==> src/rtl/jtag_tap_oversampled.sv <==
// jtag_tap_oversampled
// JTAG TAP core running entirely in the system clock domain. The raw JTAG
// pins are synchronised and TCK is edge-detected, so the IEEE 1149.1 state
// machine, the instruction register and the IDCODE/BYPASS data registers
// are all plain clk-domain logic. DR scans that select an external channel
// are forwarded as one-cycle capture/shift/update strobes.
//
// Ports:
//   clk, rst          system clock, asynchronous active-high reset
//   tck_i, tms_i,     raw asynchronous JTAG pins
//   tdi_i, trst_n_i
//   tdo_o, tdo_oen    TDO data and active-low output enable
//   tap_state         current TAP state (0 = TLR ... F = UPD_IR)
//   ir_value          current (updated) instruction
//   chan_capture,     one-cycle strobes for the selected external channel
//   chan_shift,
//   chan_update
//   chan_tdi          TDI bit accompanying chan_shift
//   chan_tdo          LSB of each channel's shift register
module jtag_tap_oversampled #(
    parameter int unsigned IR_WIDTH     = 5,
    parameter int unsigned NUM_CHAN     = 4,
    parameter int unsigned CHAN_IR_BASE = 32'h10,
    parameter logic [31:0] IDCODE_VAL   = 32'h1000_0001,
    parameter int unsigned SYNC_STAGES  = 2
) (
    input  logic                clk,
    input  logic                rst,
    input  logic                tck_i,
    input  logic                tms_i,
    input  logic                tdi_i,
    input  logic                trst_n_i,
    output logic                tdo_o,
    output logic                tdo_oen,
    output logic [3:0]          tap_state,
    output logic [IR_WIDTH-1:0] ir_value,
    output logic [NUM_CHAN-1:0] chan_capture,
    output logic [NUM_CHAN-1:0] chan_shift,
    output logic [NUM_CHAN-1:0] chan_update,
    output logic                chan_tdi,
    input  logic [NUM_CHAN-1:0] chan_tdo
);

    typedef enum logic [3:0] {
        ST_TLR    = 4'h0,
        ST_RTI    = 4'h1,
        ST_SEL_DR = 4'h2,
        ST_CAP_DR = 4'h3,
        ST_SH_DR  = 4'h4,
        ST_EX1_DR = 4'h5,
        ST_PAU_DR = 4'h6,
        ST_EX2_DR = 4'h7,
        ST_UPD_DR = 4'h8,
        ST_SEL_IR = 4'h9,
        ST_CAP_IR = 4'hA,
        ST_SH_IR  = 4'hB,
        ST_EX1_IR = 4'hC,
        ST_PAU_IR = 4'hD,
        ST_EX2_IR = 4'hE,
        ST_UPD_IR = 4'hF
    } tap_state_e;

    // IEEE 1149.1 TAP transition table
    function automatic tap_state_e tap_next(input tap_state_e cur, input logic tms);
        case (cur)
            ST_TLR:    tap_next = tms ? ST_TLR    : ST_RTI;
            ST_RTI:    tap_next = tms ? ST_SEL_DR : ST_RTI;
            ST_SEL_DR: tap_next = tms ? ST_SEL_IR : ST_CAP_DR;
            ST_CAP_DR: tap_next = tms ? ST_EX1_DR : ST_SH_DR;
            ST_SH_DR:  tap_next = tms ? ST_EX1_DR : ST_SH_DR;
            ST_EX1_DR: tap_next = tms ? ST_UPD_DR : ST_PAU_DR;
            ST_PAU_DR: tap_next = tms ? ST_EX2_DR : ST_PAU_DR;
            ST_EX2_DR: tap_next = tms ? ST_UPD_DR : ST_SH_DR;
            ST_UPD_DR: tap_next = tms ? ST_SEL_DR : ST_RTI;
            ST_SEL_IR: tap_next = tms ? ST_TLR    : ST_CAP_IR;
            ST_CAP_IR: tap_next = tms ? ST_EX1_IR : ST_SH_IR;
            ST_SH_IR:  tap_next = tms ? ST_EX1_IR : ST_SH_IR;
            ST_EX1_IR: tap_next = tms ? ST_UPD_IR : ST_PAU_IR;
            ST_PAU_IR: tap_next = tms ? ST_EX2_IR : ST_PAU_IR;
            ST_EX2_IR: tap_next = tms ? ST_UPD_IR : ST_SH_IR;
            ST_UPD_IR: tap_next = tms ? ST_SEL_DR : ST_RTI;
            default:   tap_next = ST_TLR;
        endcase
    endfunction

    logic [SYNC_STAGES-1:0] tck_sync_r;
    logic [SYNC_STAGES-1:0] tms_sync_r;
    logic [SYNC_STAGES-1:0] tdi_sync_r;
    logic [SYNC_STAGES-1:0] trst_sync_r;
    logic                   tck_s;
    logic                   tms_s;
    logic                   tdi_s;
    logic                   trst_n_s;

    logic                   tck_prev_r;
    logic                   rise_r;
    logic                   fall_r;
    logic                   tms_smp_r;
    logic                   tdi_smp_r;

    tap_state_e             state_r;
    tap_state_e             state_next_s;

    logic [IR_WIDTH-1:0]    ir_sr_r;
    logic [31:0]            idcode_sr_r;
    logic                   bypass_r;

    logic [31:0]            ir_ext_s;
    logic                   sel_idcode_s;
    logic                   ir_all_ones_s;
    logic [NUM_CHAN-1:0]    chan_sel_s;
    logic                   dr_tdo_s;

    assign tck_s    = tck_sync_r[SYNC_STAGES-1];
    assign tms_s    = tms_sync_r[SYNC_STAGES-1];
    assign tdi_s    = tdi_sync_r[SYNC_STAGES-1];
    assign trst_n_s = trst_sync_r[SYNC_STAGES-1];

    // Pin synchronisers; reset to the idle pin levels
    always_ff @(posedge clk or posedge rst) begin
        if (rst) begin
            tck_sync_r  <= {SYNC_STAGES{1'b0}};
            tms_sync_r  <= {SYNC_STAGES{1'b1}};
            tdi_sync_r  <= {SYNC_STAGES{1'b0}};
            trst_sync_r <= {SYNC_STAGES{1'b1}};
        end else begin
            tck_sync_r  <= {tck_sync_r[SYNC_STAGES-2:0], tck_i};
            tms_sync_r  <= {tms_sync_r[SYNC_STAGES-2:0], tms_i};
            tdi_sync_r  <= {tdi_sync_r[SYNC_STAGES-2:0], tdi_i};
            trst_sync_r <= {trst_sync_r[SYNC_STAGES-2:0], trst_n_i};
        end
    end

    // TCK edge detection; TMS/TDI are sampled alongside so they line up with rise_r
    always_ff @(posedge clk or posedge rst) begin
        if (rst) begin
            tck_prev_r <= 1'b0;
            rise_r     <= 1'b0;
            fall_r     <= 1'b0;
            tms_smp_r  <= 1'b1;
            tdi_smp_r  <= 1'b0;
        end else begin
            tck_prev_r <= tck_s;
            rise_r     <= tck_s & ~tck_prev_r;
            fall_r     <= ~tck_s & tck_prev_r;
            tms_smp_r  <= tms_s;
            tdi_smp_r  <= tdi_s;
        end
    end

    // TAP next-state: TRST dominates, otherwise advance only on a TCK rise
    always_comb begin
        state_next_s = state_r;
        if (!trst_n_s) begin
            state_next_s = ST_TLR;
        end else if (rise_r) begin
            state_next_s = tap_next(state_r, tms_smp_r);
        end else begin
            state_next_s = state_r;
        end
    end

    // TAP state register
    always_ff @(posedge clk or posedge rst) begin
        if (rst) begin
            state_r <= ST_TLR;
        end else begin
            state_r <= state_next_s;
        end
    end

    assign tap_state = state_r;

    // Instruction decode; IDCODE and all-ones take precedence over channel codes
    assign ir_ext_s      = 32'(ir_value);
    assign sel_idcode_s  = (ir_value == IR_WIDTH'(1));
    assign ir_all_ones_s = &ir_value;

    // One-hot channel select from the current instruction
    always_comb begin
        chan_sel_s = {NUM_CHAN{1'b0}};
        for (int k = 0; k < NUM_CHAN; k++) begin
            if (!sel_idcode_s && !ir_all_ones_s &&
                (ir_ext_s == CHAN_IR_BASE + 32'(k))) begin
                chan_sel_s[k] = 1'b1;
            end else begin
                chan_sel_s[k] = 1'b0;
            end
        end
    end

    // LSB of whichever data register the instruction selects
    always_comb begin
        dr_tdo_s = bypass_r;
        if (sel_idcode_s) begin
            dr_tdo_s = idcode_sr_r[0];
        end else if (|chan_sel_s) begin
            dr_tdo_s = |(chan_sel_s & chan_tdo);
        end else begin
            dr_tdo_s = bypass_r;
        end
    end

    // Rising-edge register actions, strobes and falling-edge TDO update
    always_ff @(posedge clk or posedge rst) begin
        if (rst) begin
            ir_sr_r      <= IR_WIDTH'(1);
            ir_value     <= IR_WIDTH'(1);
            idcode_sr_r  <= 32'h0000_0000;
            bypass_r     <= 1'b0;
            tdo_o        <= 1'b0;
            tdo_oen      <= 1'b1;
            chan_capture <= {NUM_CHAN{1'b0}};
            chan_shift   <= {NUM_CHAN{1'b0}};
            chan_update  <= {NUM_CHAN{1'b0}};
            chan_tdi     <= 1'b0;
        end else if (!trst_n_s) begin
            ir_value     <= IR_WIDTH'(1);
            tdo_oen      <= 1'b1;
            chan_capture <= {NUM_CHAN{1'b0}};
            chan_shift   <= {NUM_CHAN{1'b0}};
            chan_update  <= {NUM_CHAN{1'b0}};
        end else begin
            chan_capture <= {NUM_CHAN{1'b0}};
            chan_shift   <= {NUM_CHAN{1'b0}};
            chan_update  <= {NUM_CHAN{1'b0}};
            if (rise_r) begin
                case (state_r)
                    ST_CAP_IR: ir_sr_r <= IR_WIDTH'(1);
                    ST_SH_IR:  ir_sr_r <= {tdi_smp_r, ir_sr_r[IR_WIDTH-1:1]};
                    ST_UPD_IR: ir_value <= ir_sr_r;
                    ST_CAP_DR: begin
                        if (sel_idcode_s) begin
                            idcode_sr_r <= IDCODE_VAL;
                        end
                        bypass_r     <= 1'b0;
                        chan_capture <= chan_sel_s;
                    end
                    ST_SH_DR: begin
                        if (sel_idcode_s) begin
                            idcode_sr_r <= {tdi_smp_r, idcode_sr_r[31:1]};
                        end
                        bypass_r   <= tdi_smp_r;
                        chan_shift <= chan_sel_s;
                        if (|chan_sel_s) begin
                            chan_tdi <= tdi_smp_r;
                        end
                    end
                    ST_UPD_DR: chan_update <= chan_sel_s;
                    default: ;
                endcase
                // Reaching TLR through TMS restores the IDCODE instruction
                if (state_next_s == ST_TLR) begin
                    ir_value <= IR_WIDTH'(1);
                end
            end
            if (fall_r) begin
                case (state_r)
                    ST_SH_IR: begin
                        tdo_o   <= ir_sr_r[0];
                        tdo_oen <= 1'b0;
                    end
                    ST_SH_DR: begin
                        tdo_o   <= dr_tdo_s;
                        tdo_oen <= 1'b0;
                    end
                    default: tdo_oen <= 1'b1;
                endcase
            end
        end
    end

endmodule

==> config.mk <==
export PLATFORM = sky130hd
export DESIGN_NAME = jtag_tap_oversampled
export DESIGN_NICKNAME = d
export VERILOG_FILES = /design/src/rtl/jtag_tap_oversampled.sv
export SDC_FILE = /design/constraint.sdc
export NUM_CORES = 1
export LEC_CHECK = 0
export BUFFER_PORTS_ARGS = -buffer_cell sky130_fd_sc_hd__buf_4
export CELL_PAD_IN_SITES_DETAIL_PLACEMENT = 0
export CELL_PAD_IN_SITES_GLOBAL_PLACEMENT = 1
export CORE_MARGIN = 4
export CORE_UTILIZATION = 40
export CTS_BUF_LIST = sky130_fd_sc_hd__clkbuf_16
export CTS_CLUSTER_SIZE = 40
export DETAILED_ROUTE_END_ITERATION = 8
export MAX_ROUTING_LAYER = met4
export PLACE_DENSITY = 0.76
export SLEW_MARGIN = 20
export SYNTH_ARGS = -nofsm -noshare
export SYNTH_HDL_FRONTEND = slang
export SYNTH_SLANG_ARGS = --single-unit
==> constraint.sdc <==
create_clock -name clk -period 8.1 [get_ports clk]
set_clock_uncertainty 0.05 [all_clocks]
set_input_delay 2.025 -clock clk [delete_from_list [all_inputs] [get_ports clk]]
set_output_delay 2.025 -clock clk [all_outputs]
set_load 0.01 [all_outputs]
==> results.ini <==
[floorplanning]
die_w_um = 98.8
core-area_sq_mm = 0.00789
die-area_sq_mm = 0.00976
start_util = 0.418
ios = 34
die_h_um = 98.8
rows = 32

[cts]
clkLatencyLatePin_ns = 0.32
cts.reportedPaths.clkPinSlew_ns = 0.05
clockBufferDepth = 2
ctsResizeCount = 0
cts_htree_levels = 3
tritoncts = built
postCtsSetupBuffers = 0
ctsRootBufferMaster = clkbuf_16
hold_buffers = 0
cts_buffers = 9
numClockSinks = 75

[critical_path]
crit_cells = 1
reg2reg_setup_slack_ns = 5.35
worstSetupEndpointType = output port
cpMaxStageDelayCell = dfrtp_1
critPathBufInv = 1
rr_worst_depth = 6
crit_path_cell_trace = buf_4
crit_path_max_incr_delay_ns = 0.76
cp_top_family = flip-flops
crit_required_ns = 6.03
path_max_fanout = 20
arrival_ns = 1.32
startpoint_type = flip-flop
worstSetupPathType = reg2out

[grt]
antenna_found_initial = 0
grt.overflow.total = 0
grt_pass1_vias = 2089
grt_start_max_net_pins = 76
grt_pass1_wl_um = 10200
track_usage = 0.132

[cells_and_area]
nets = 350
drive_gt1_frac = 0.275
seqCellArea_sq_mm = 0.00189
nFillCells = 713
layout_common_cells = nand2_1 (80), dfrtp_1 (67), buf_4 (36)
diodes = 0
multi_input_area_sq_mm = 0.00124
fin_area_sq_mm = 0.00389
syn_to_final_growth_pct = 17.9
layout_commonest_cell = nand2_1
final_cells = 447

[sta]
grt_setup_unrepaired = no
fin_tns_setup_ns = 0
fin_crit_ns = 3.39
report.final.slew_viol_count = 0
finalSetupViolCount = 0
finalCritPeriodShare = 0.419
fmax_mhz = 295
hold_viol = 0
fin_hold_ws_ns = 0.298
relSlewSlack = 0.394
worst_pin_slew_ns = 0.909

[route]
num_vias = 2216
antenna_left = 0
drc_errors = 0
firstDrtPassIters = 5
post_drt_wl_per_cell_um = 13.2
totalWireLength_um = 5890
vias_per_cell = 4.96
drt_iter0_drc = 90

[pwr]
internal-power_w = 0.000686
seqPwrFrac = 0.455
clockPowerShare = 0.520
combPwrFrac = 0.025
design_power_total_w = 0.000850
sw_frac_of_total = 0.193
switchingPower_w = 0.000164
ir_drop_mv = 0.160
p_leak_nw = 1.69
power.density_mw_per_mm2 = 219

[worst_hold_path]
hold_depth = 0
hp-class = reg2reg

[synth]
post-synth-top-area-cell = dfrtp_1
synthTopCellsByArea = dfrtp_1 (51%), nand2_1 (9.1%), o21ai_2 (7.4%), dfstp_2 (6.4%), nor2_1 (2.2%)
ys.flop_type = dfrtp_1
ys_seq_area_frac = 0.572
synth_cell_types = 47
synthCells = 315
netlist_area_sq_mm = 0.00330
async_flop_share = 1.00
synth-edff-count = 0
synth-seq-cells = 75
ys_warn_count = 0
syn-num-nets = 325
synth_top_area_share = 0.509
syn_area_per_cell_sq_um = 10.5

[job]
max_cap_viol_count = 0

[place]
place.detailed.hpwl_um = 3680
gp_congestion = 0.775
place.port_buffers = 33
placed_area_sq_mm = 0.00355
dp.cells = 431

[run_status]
status = finished clean

flip-flops by register name, summed over array words and instances, names as in the netlist:
name / flops
chan_tdi: 1
chan_capture: 4
tdo_o: 1
idcode_sr_r: 32
ir_value: 5
ir_sr_r: 5
tap_state: 4
chan_update: 4
tms_sync_r: 2
tck_sync_r: 2
fall_r: 1
tdi_sync_r: 2
chan_shift: 4
rise_r: 1
tdi_smp_r: 1
tdo_oen: 1
tms_smp_r: 1
bypass_r: 1
trst_sync_r: 2
tck_prev_r: 1
cell families after synthesis:
kind of cell / share of synthesized area
flip-flops: 0.572
multiplexers: 0.0288
AO/OA/AOI/OAI: 0.165
AND/OR/NAND/NOR: 0.184
buffers and inverters: 0.0505
cells in the mapped netlist (6+ instances only):
| library cell | number |
|---|---|
| a21oi_1 | 10 |
| buf_2 | 7 |
| buf_6 | 6 |
| clkbuf_1 | 6 |
| dfrtp_1 | 67 |
| dfstp_2 | 8 |
| inv_1 | 6 |
| nand2_1 | 80 |
| nor2_1 | 19 |
| nor2b_1 | 7 |
| o21ai_0 | 9 |
| o21ai_2 | 28 |
power groups by stage:
stage	clock [W]	combinational [W]	sequential, W
after CTS	0.000450	0.0000221	0.000387
after global routing	0.000466	0.0000245	0.000387
final	0.000442	0.0000212	0.000387
after floorplan	0	0.0000181	0.000388
after global placement	0	0.0000217	0.000393
after detailed placement	0	0.0000219	0.000393
through the flow:
step,setup slack (ns),utilization
floorplan,4.13,-
global placement,5.00,0.450
detailed placement,4.99,0.450
CTS,4.70,0.493
global route,4.61,0.493
finish,4.71,0.493
worst paths after layout:
path,from,end
min in group asynchronous,rst,tdi_sync_r[0]
min reg2reg,tdi_sync_r[1],tdi_smp_r
max,tap_state[0],tap_state[0]
min,tdi_sync_r[1],tdi_smp_r
max reg2reg,tap_state[2],idcode_sr_r[31]
max in group asynchronous,rst,idcode_sr_r[12]
metal layers:
metal  vias up  global-route usage  routed length [um]
li1       1136                   -                   -
met1      1023               0.184                2920
met2        47               0.179                2570
met3        10              0.0396                 295
met4         0              0.0567                 100
met5         -                   -                   0
cell type report:
| type | count | share of cell area |
|---|---|---|
| clock buffers | 9 | 0.0580 |
| multi-input cells | 212 | 0.320 |
| flip-flops and latches | 75 | 0.486 |
| inverters | 6 | 0.00580 |
| clock inverters | 7 | 0.0280 |
| well taps | 102 | 0.0328 |
| repair buffers | 36 | 0.0695 |
Power figures use the tool's default switching activity.
